<file path="config.mk">
export PLATFORM = sky130hd
export DESIGN_NAME = proc_loader
export DESIGN_NICKNAME = d
export VERILOG_FILES = /design/src/rtl/proc_loader_pkg.sv /design/src/rtl/loader_addr_ctr.sv /design/src/rtl/proc_loader.sv
export SDC_FILE = /design/constraint.sdc
export NUM_CORES = 1
export LEC_CHECK = 0
export CAP_MARGIN = 30
export CORE_AREA = 8 8 261 263
export DETAILED_ROUTE_END_ITERATION = 8
export DIE_AREA = 0 0 269 271
export GPL_TIMING_DRIVEN = 0
export HOLD_SLACK_MARGIN = 0.1
export SYNTH_ARGS = -nofsm -noshare
export SYNTH_HDL_FRONTEND = slang
export SYNTH_SLANG_ARGS = --single-unit
</file>
<file path="constraint.sdc">
create_clock -name clock -period 2.4 [get_ports clock]
set_input_delay 0.6 -clock clock [delete_from_list [all_inputs] [get_ports clock]]
set_output_delay 0.6 -clock clock [all_outputs]
set_load 0.05 [all_outputs]
</file>
<file path="src/rtl/proc_loader_pkg.sv">
// Shared encodings for the SEQ processor host loader: processor modes, host opcodes, FSM states.
package proc_loader_pkg;

  typedef enum logic [1:0] {
    ModeRun      = 2'h0,
    ModeReset    = 2'h1,
    ModeDownload = 2'h2,
    ModeUpload   = 2'h3
  } mode_e;

  typedef enum logic [1:0] {
    OpDownload = 2'h0,
    OpUpload   = 2'h1,
    OpRun      = 2'h2,
    OpRsvd     = 2'h3
  } op_e;

  typedef enum logic [2:0] {
    StIdle,
    StDl,
    StUlAddr,
    StUlWait,
    StUlSend,
    StRst,
    StRun
  } state_e;

  // Rotate-left-by-one then fold in the new word.
  function automatic logic [63:0] csum_step(logic [63:0] c, logic [63:0] d);
    return {c[62:0], c[63]} ^ d;
  endfunction

endpackage

</file>
<file path="src/rtl/loader_addr_ctr.sv">
// Address / remaining-count register pair for the loader: load on accept, step per word or cycle.
module loader_addr_ctr #(
  parameter int unsigned LenW      = 32,
  parameter int unsigned WordBytes = 8
) (
  input  logic            clk_i,
  input  logic            rst_ni,
  input  logic            load_i,
  input  logic            step_i,
  input  logic [63:0]     load_addr_i,
  input  logic [LenW-1:0] load_cnt_i,
  output logic [63:0]     addr_o,
  output logic [63:0]     addr_nxt_o,
  output logic            last_o,
  output logic            zero_o
);

  logic [63:0]     addr_q;
  logic [LenW-1:0] cnt_q;

  always_ff @(posedge clk_i or negedge rst_ni) begin
    if (!rst_ni) begin
      addr_q <= '0;
      cnt_q  <= '0;
    end else if (load_i) begin
      addr_q <= load_addr_i;
      cnt_q  <= load_cnt_i;
    end else if (step_i) begin
      addr_q <= addr_nxt_o;
      cnt_q  <= cnt_q - LenW'(1);
    end
  end

  // Wraps modulo 2^64 by construction.
  assign addr_nxt_o = addr_q + 64'(WordBytes);
  assign addr_o     = addr_q;
  assign last_o     = (cnt_q == LenW'(1));
  assign zero_o     = (cnt_q == '0);

endmodule

</file>
<file path="src/rtl/proc_loader.sv">
// Host-side controller for the SEQ processor mode/udaddr/idata port: DOWNLOAD, UPLOAD and RUN.
// Optional CHECKSUM_EN adds a rotate-xor checksum over downloaded words.
module proc_loader
  import proc_loader_pkg::*;
#(
  parameter int unsigned RESET_CYCLES = 4,
  parameter int unsigned WORD_BYTES   = 8,
  parameter int unsigned LEN_W        = 32
) (
  input  logic             clock,
  input  logic             reset_n,
  input  logic             cmd_valid,
  output logic             cmd_ready,
  input  logic [1:0]       cmd_op,
  input  logic [63:0]      cmd_addr,
  input  logic [LEN_W-1:0] cmd_len,
  input  logic             abort,
  input  logic [63:0]      in_data,
  input  logic             in_valid,
  output logic             in_ready,
  output logic [63:0]      out_data,
  output logic             out_valid,
  input  logic             out_ready,
  output logic [1:0]       proc_mode,
  output logic [63:0]      proc_udaddr,
  output logic [63:0]      proc_idata,
  input  logic [63:0]      proc_rdata,
  input  logic [63:0]      proc_rax,
  input  logic [63:0]      proc_rdx,
  output logic [63:0]      res_rax,
  output logic [63:0]      res_rdx,
  output logic             busy,
`ifdef CHECKSUM_EN
  output logic [63:0]      checksum,
`endif
  output logic             done
);

  localparam int unsigned RstW = (RESET_CYCLES > 1) ? $clog2(RESET_CYCLES) : 1;
  localparam logic [RstW-1:0] RstLast = RstW'(RESET_CYCLES - 1);

  state_e          state_q, state_d;
  mode_e           mode_q, mode_d;
  logic [63:0]     udaddr_q, udaddr_d;
  logic [63:0]     idata_q, idata_d;
  logic [63:0]     out_data_q, out_data_d;
  logic [63:0]     res_rax_q, res_rax_d;
  logic [63:0]     res_rdx_q, res_rdx_d;
  logic            done_q, done_d;
  logic [RstW-1:0] rst_cnt_q, rst_cnt_d;
`ifdef CHECKSUM_EN
  logic [63:0]     csum_q, csum_d;
`endif

  logic        ctr_load, ctr_step, ctr_last, ctr_zero;
  logic [63:0] ctr_addr, ctr_addr_nxt;

  loader_addr_ctr #(
    .LenW      (LEN_W),
    .WordBytes (WORD_BYTES)
  ) u_addr_ctr (
    .clk_i       (clock),
    .rst_ni      (reset_n),
    .load_i      (ctr_load),
    .step_i      (ctr_step),
    .load_addr_i (cmd_addr),
    .load_cnt_i  (cmd_len),
    .addr_o      (ctr_addr),
    .addr_nxt_o  (ctr_addr_nxt),
    .last_o      (ctr_last),
    .zero_o      (ctr_zero)
  );

  always_comb begin
    state_d    = state_q;
    mode_d     = ModeReset;
    udaddr_d   = udaddr_q;
    idata_d    = idata_q;
    out_data_d = out_data_q;
    res_rax_d  = res_rax_q;
    res_rdx_d  = res_rdx_q;
    done_d     = 1'b0;
    rst_cnt_d  = rst_cnt_q;
    ctr_load   = 1'b0;
    ctr_step   = 1'b0;
    in_ready   = 1'b0;
    out_valid  = 1'b0;
`ifdef CHECKSUM_EN
    csum_d     = csum_q;
`endif

    unique case (state_q)
      StIdle: begin
        if (cmd_valid) begin
          ctr_load = 1'b1;
`ifdef CHECKSUM_EN
          if (op_e'(cmd_op) == OpDownload) csum_d = '0;
`endif
          if (cmd_len == '0) begin
            done_d = 1'b1;
          end else begin
            case (op_e'(cmd_op))
              OpDownload: state_d = StDl;
              OpUpload: begin
                state_d  = StUlAddr;
                mode_d   = ModeUpload;
                udaddr_d = cmd_addr;
              end
              OpRun: begin
                state_d   = StRst;
                rst_cnt_d = '0;
              end
              default: done_d = 1'b1;
            endcase
          end
        end
      end
      StDl: begin
        // Count reaches zero only after the last word; this cycle is its write cycle.
        in_ready = !ctr_zero;
        if (ctr_zero) begin
          state_d = StIdle;
          done_d  = 1'b1;
        end else if (in_valid) begin
          mode_d   = ModeDownload;
          udaddr_d = ctr_addr;
          idata_d  = in_data;
          ctr_step = 1'b1;
`ifdef CHECKSUM_EN
          csum_d   = csum_step(csum_q, in_data);
`endif
        end
      end
      StUlAddr: state_d = StUlWait;
      StUlWait: begin
        out_data_d = proc_rdata;
        state_d    = StUlSend;
      end
      StUlSend: begin
        out_valid = 1'b1;
        if (out_ready) begin
          ctr_step = 1'b1;
          if (ctr_last) begin
            state_d = StIdle;
            done_d  = 1'b1;
          end else begin
            state_d  = StUlAddr;
            mode_d   = ModeUpload;
            udaddr_d = ctr_addr_nxt;
          end
        end
      end
      StRst: begin
        if (rst_cnt_q == RstLast) begin
          state_d = StRun;
          mode_d  = ModeRun;
        end else begin
          rst_cnt_d = rst_cnt_q + RstW'(1);
        end
      end
      StRun: begin
        ctr_step = 1'b1;
        if (ctr_last) begin
          state_d   = StIdle;
          res_rax_d = proc_rax;
          res_rdx_d = proc_rdx;
          done_d    = 1'b1;
        end else begin
          mode_d = ModeRun;
        end
      end
      default: state_d = StIdle;
    endcase

    // Abort beats any completion happening in the same cycle.
    if (abort && (state_q != StIdle)) begin
      state_d   = StIdle;
      mode_d    = ModeReset;
      done_d    = 1'b0;
      ctr_step  = 1'b0;
      res_rax_d = res_rax_q;
      res_rdx_d = res_rdx_q;
`ifdef CHECKSUM_EN
      csum_d    = csum_q;
`endif
    end
  end

  always_ff @(posedge clock or negedge reset_n) begin
    if (!reset_n) begin
      state_q    <= StIdle;
      mode_q     <= ModeReset;
      udaddr_q   <= '0;
      idata_q    <= '0;
      out_data_q <= '0;
      res_rax_q  <= '0;
      res_rdx_q  <= '0;
      done_q     <= 1'b0;
      rst_cnt_q  <= '0;
`ifdef CHECKSUM_EN
      csum_q     <= '0;
`endif
    end else begin
      state_q    <= state_d;
      mode_q     <= mode_d;
      udaddr_q   <= udaddr_d;
      idata_q    <= idata_d;
      out_data_q <= out_data_d;
      res_rax_q  <= res_rax_d;
      res_rdx_q  <= res_rdx_d;
      done_q     <= done_d;
      rst_cnt_q  <= rst_cnt_d;
`ifdef CHECKSUM_EN
      csum_q     <= csum_d;
`endif
    end
  end

  assign cmd_ready   = (state_q == StIdle);
  assign busy        = (state_q != StIdle);
  assign proc_mode   = mode_q;
  assign proc_udaddr = udaddr_q;
  assign proc_idata  = idata_q;
  assign out_data    = out_data_q;
  assign res_rax     = res_rax_q;
  assign res_rdx     = res_rdx_q;
  assign done        = done_q;
`ifdef CHECKSUM_EN
  assign checksum    = csum_q;
`endif

endmodule
</file>
==> impl_metrics.env <==
export IMPL_yosysSeqAreaShare_pct=50.5
export IMPL_worst_pin_slew_ns=1.01
export IMPL_layout_drive_gt1_share_pct=31.1
export IMPL_endpoint_kind="output pin"
export IMPL_io_buffers=686
export IMPL_synth_simple_area_share_pct=17.6
export IMPL_cts_made_buffers=49
export IMPL_worstSkewPairLatency_ns=0.61
export IMPL_synth_top_area_share_pct=50.4
export IMPL_setup_tns_ns=-100.94
export IMPL_drtIter0Drc=2177
export IMPL_grt_antenna_before_repair=13
export IMPL_wl_per_cell_um=28.0
export IMPL_seqPwrFrac_pct=25.9
export IMPL_critPathKind="reg -> out"
export IMPL_place_area_um2=29100
export IMPL_core_area_um2=63900
export IMPL_grt_ovfl_total=0
export IMPL_rows=93
export IMPL_gp_congestion=0.972
export IMPL_synth_compound_area_share_pct=11.5
export IMPL_intPower_w=0.0231
export IMPL_p_sw_w=0.0217
export IMPL_drc_errors=0
export IMPL_synth_edf_count=0
export IMPL_fp_dieH_um=271
export IMPL_synth_area_leaders="dfrtp_1 50%, mux2_2 12%, nand2_1 6.0%"
export IMPL_vias=21500
export IMPL_ctsRootBufferMaster="clkbuf_16"
export IMPL_h_tree_depth=2
export IMPL_comb_power_share_pct=57.6
export IMPL_drv_cap=0
export IMPL_synth_nets=2422
export IMPL_instances_no_fill=3851
export IMPL_synthCells=2052
export IMPL_clock_sinks=424
export IMPL_clk_pin_slew_ns=0.06
export IMPL_nets=3316
export IMPL_crit_chain="or4_4 -> nor4b_4 -> nand4_1 -> and2_4 -> buf_6"
export IMPL_dp_cells=3600
export IMPL_synthFlopType="dfrtp_1"
export IMPL_hold_viol_final=0
export IMPL_power_density_nw_per_um2=1250
export IMPL_synth_top_family_by_area="simple AND/OR/NAND/NOR gates"
export IMPL_setup_slack_ns=-0.618
export IMPL_start_util_pct=32.9
export IMPL_p_leak_nw=15.4
export IMPL_fmax_ghz=0.331
export IMPL_area_delta_synth_final_pct=70.0
export IMPL_yosys_warnings=0
export IMPL_swShare_pct=48.4
export IMPL_min_path_type="in -> async"
export IMPL_grt_use_total_pct=28.1
export IMPL_drt_total_wl_um=108000
export IMPL_die_w_um=269
export IMPL_fin_crit_sh_pct=126
export IMPL_cp_arrival_ns=2.42
export IMPL_maxSlewHeadroom_pct=32.6
export IMPL_synth_xor_area_share_pct=3.96
export IMPL_setup_violations=420
export IMPL_clock_power_share_pct=16.5
export IMPL_synthAdderAreaFrac_pct=0.596
export IMPL_rsz0062_at_grt="true"
export IMPL_yosysTopAreaCell="dfrtp_1"
export IMPL_worstSetupStartpointType="flop"
export IMPL_grt_pass1_wl_um=153000
export IMPL_clock_path_buffers=3
export IMPL_syn_area_per_cell_um2=10.2
export IMPL_worst_path_max_fanout=2
export IMPL_fin_crit_ns=3.02
export IMPL_maxSlewViolCount=0
export IMPL_dpl_hpwl_um=78300
export IMPL_design_area_um2=35700
export IMPL_synth_cell_type_count=82
export IMPL_finClkSkew_ns=0.0209
export IMPL_viasPerCell=5.58
export IMPL_synthMuxAreaShare_pct=12.2
export IMPL_slowest_delay_ns=0.57
export IMPL_required_ns=1.80
export IMPL_ir_worst_vdd_uv=785
export IMPL_num_fill_cells=5428
export IMPL_netlist_area_um2=21000
export IMPL_synth_seq_cells=424
export IMPL_postSynth_asyncResetShare_pct=100
export IMPL_cts_tree="built"
export IMPL_violations="negative setup slack"
export IMPL_die_area_um2=72900
export IMPL_drtAntennaViolNets=0
export IMPL_drtPass1Iterations=6
export IMPL_first_global_vias=21700
export IMPL_status="finished, violations left"
export IMPL_grt_max_degree=119
export IMPL_pin_count=687
export IMPL_cp_slowest_cell="or4_4"
==> kinds of logic after synthesis <==
group                      after synthesis
DFF                                    424
muxes                                  229
xor gates and xnor gates                95
buffers and inverters                  178
adders and majority gates               10
and+or+nand+nor                        745
AOI/OAI and AO/OA                      371
==> cell usage after synthesis, types with 8 or more instances <==
master,n
nand4_1,33
clkbuf_1,90
inv_1,16
o21ai_0,102
and4_1,16
o311ai_0,8
nor4_1,53
nand3_1,70
a31oi_1,35
xnor2_1,72
o22ai_1,49
mux2_2,224
a21oi_1,57
a221oi_1,10
o22a_1,27
buf_2,57
o31ai_1,19
nor3_1,63
nand2_1,336
dfrtp_1,423
or4_1,16
ha_1,10
or3_1,26
nor2_1,65
and3_1,13
xor2_1,23
==> power groups by stage <==
stage | clock network [W] | registers (W) | logic, W
final | 0.00739 | 0.0116 | 0.0258
after global routing | 0.00783 | 0.0119 | 0.0269
after CTS | 0.00754 | 0.0114 | 0.0240
after detailed placement | 0 | 0.0115 | 0.0220
after global placement | 0 | 0.0114 | 0.0217
after floorplan | 0 | 0.0168 | 0.00798
==> metal layers <==
layer  vias to the layer above  global-route usage, %  wire length [um]
met1                     10700                   34.7             41100
met4                         4                   9.87              3860
met3                       262                   7.71             10700
met2                      1203                   46.6             52100
met5                         -                      0                27
li1                       9284                      -                 -
==> metrics by stage <==
stage,util (%),setup WS [ns],hold slack (ns),power [W]
after detailed placement,45.6,-1.97,0.461,0.0335
after floorplan,-,-0.0668,0.304,0.0247
after global placement,45.4,-18.82,0.459,0.0331
after CTS,53.7,-0.679,0.446,0.0429
final,55.9,-0.618,0.450,0.0448
after global routing,55.9,-0.698,0.467,0.0466
==> state kept, by name (all words and copies together) (netlist names) <==
signal / flops
out_data: 64
proc_idata: 64
proc_udaddr: 64
res_rax: 64
res_rdx: 64
u_addr_ctr.addr_o: 64
u_addr_ctr.cnt_q: 32
state_q: 3
proc_mode: 2
rst_cnt_q: 2
done: 1
==> layout make-up <==
| cell class | count | area (um2) | share of cell area, % |
|---|---|---|---|
| multi-input cells | 1451 | 12000 | 33.5 |
| flip-flops and latches | 424 | 10600 | 29.7 |
| repair buffers | 852 | 8930 | 25.0 |
| plain buffers | 151 | 1450 | 4.06 |
| clock buffers | 75 | 1440 | 4.02 |
| well taps | 855 | 1070 | 3.00 |
| clock inverters | 13 | 123 | 0.343 |
| inverters | 17 | 80.1 | 0.224 |
| diodes | 13 | 32.5 | 0.0911 |
==> final timing paths <==
check | start | slack (ns) | cells after the start | endpoint
max in group asynchronous | reset_n | 0.71 | 4 | res_rdx[51]$_DFFE_PN0P_
hold reg to reg | proc_idata[11]$_DFFE_PN0N_ | 0.47 | 2 | proc_idata[11]$_DFFE_PN0N_
setup reg to reg | u_addr_ctr.cnt_q[26]$_DFFE_PN0P_ | -0.47 | 10 | res_rdx[34]$_DFFE_PN0P_
min in group clock | proc_idata[11]$_DFFE_PN0N_ | 0.47 | 2 | proc_idata[11]$_DFFE_PN0N_
setup / recovery | u_addr_ctr.cnt_q[26]$_DFFE_PN0P_ | -0.62 | 5 | in_ready
hold / removal | reset_n | 0.45 | 2 | u_addr_ctr.cnt_q[5]$_DFFE_PN0P_
==> layout by cell type, fill, tap and decap left out, types with 13 or more instances in the layout <==
cell type / count
nor4_1: 17
a21oi_1: 52
nand2_4: 35
nor2_1: 59
or3_1: 24
clkbuf_8: 13
diode_2: 13
buf_8: 20
buf_6: 33
a31oi_1: 26
o31ai_4: 14
nor4_4: 34
buf_2: 17
nand3_2: 13
o21ai_0: 25
nor3_2: 15
o21ai_1: 67
xnor2_1: 71
mux2_2: 217
xor2_1: 23
dlygate4sd2_1: 201
nor3_4: 32
nand4_1: 33
o22a_1: 27
clkbuf_1: 62
nor3_1: 17
nand2_2: 90
nand2_1: 212
dfrtp_1: 416
buf_16: 21
buf_4: 83
clkbuf_16: 62
o22ai_1: 49
buf_12: 58
nand3_1: 53
clkdlybuf4s50_1: 480
clkbuf_2: 19
==> worst max-delay path, delay by kind of cell (launching register included) <==
kind,cells,cell delay (ns)
DFF,1,0.39
and+or+nand+nor,4,1.28
buffers and inverters,1,0.15
==> what timing repair did <==
action / CTS / global route
endpoints found under the hold margin: 26 / 0
gates cloned: 37 / 4
pin swaps: 223 / 186
hold buffers: 1 / 0
resized for setup: 837 / 307
buffers inserted: 83 / 53
endpoints found under the setup margin: 623 / 482
No activity file was read; power rests on OpenSTA's default activity.
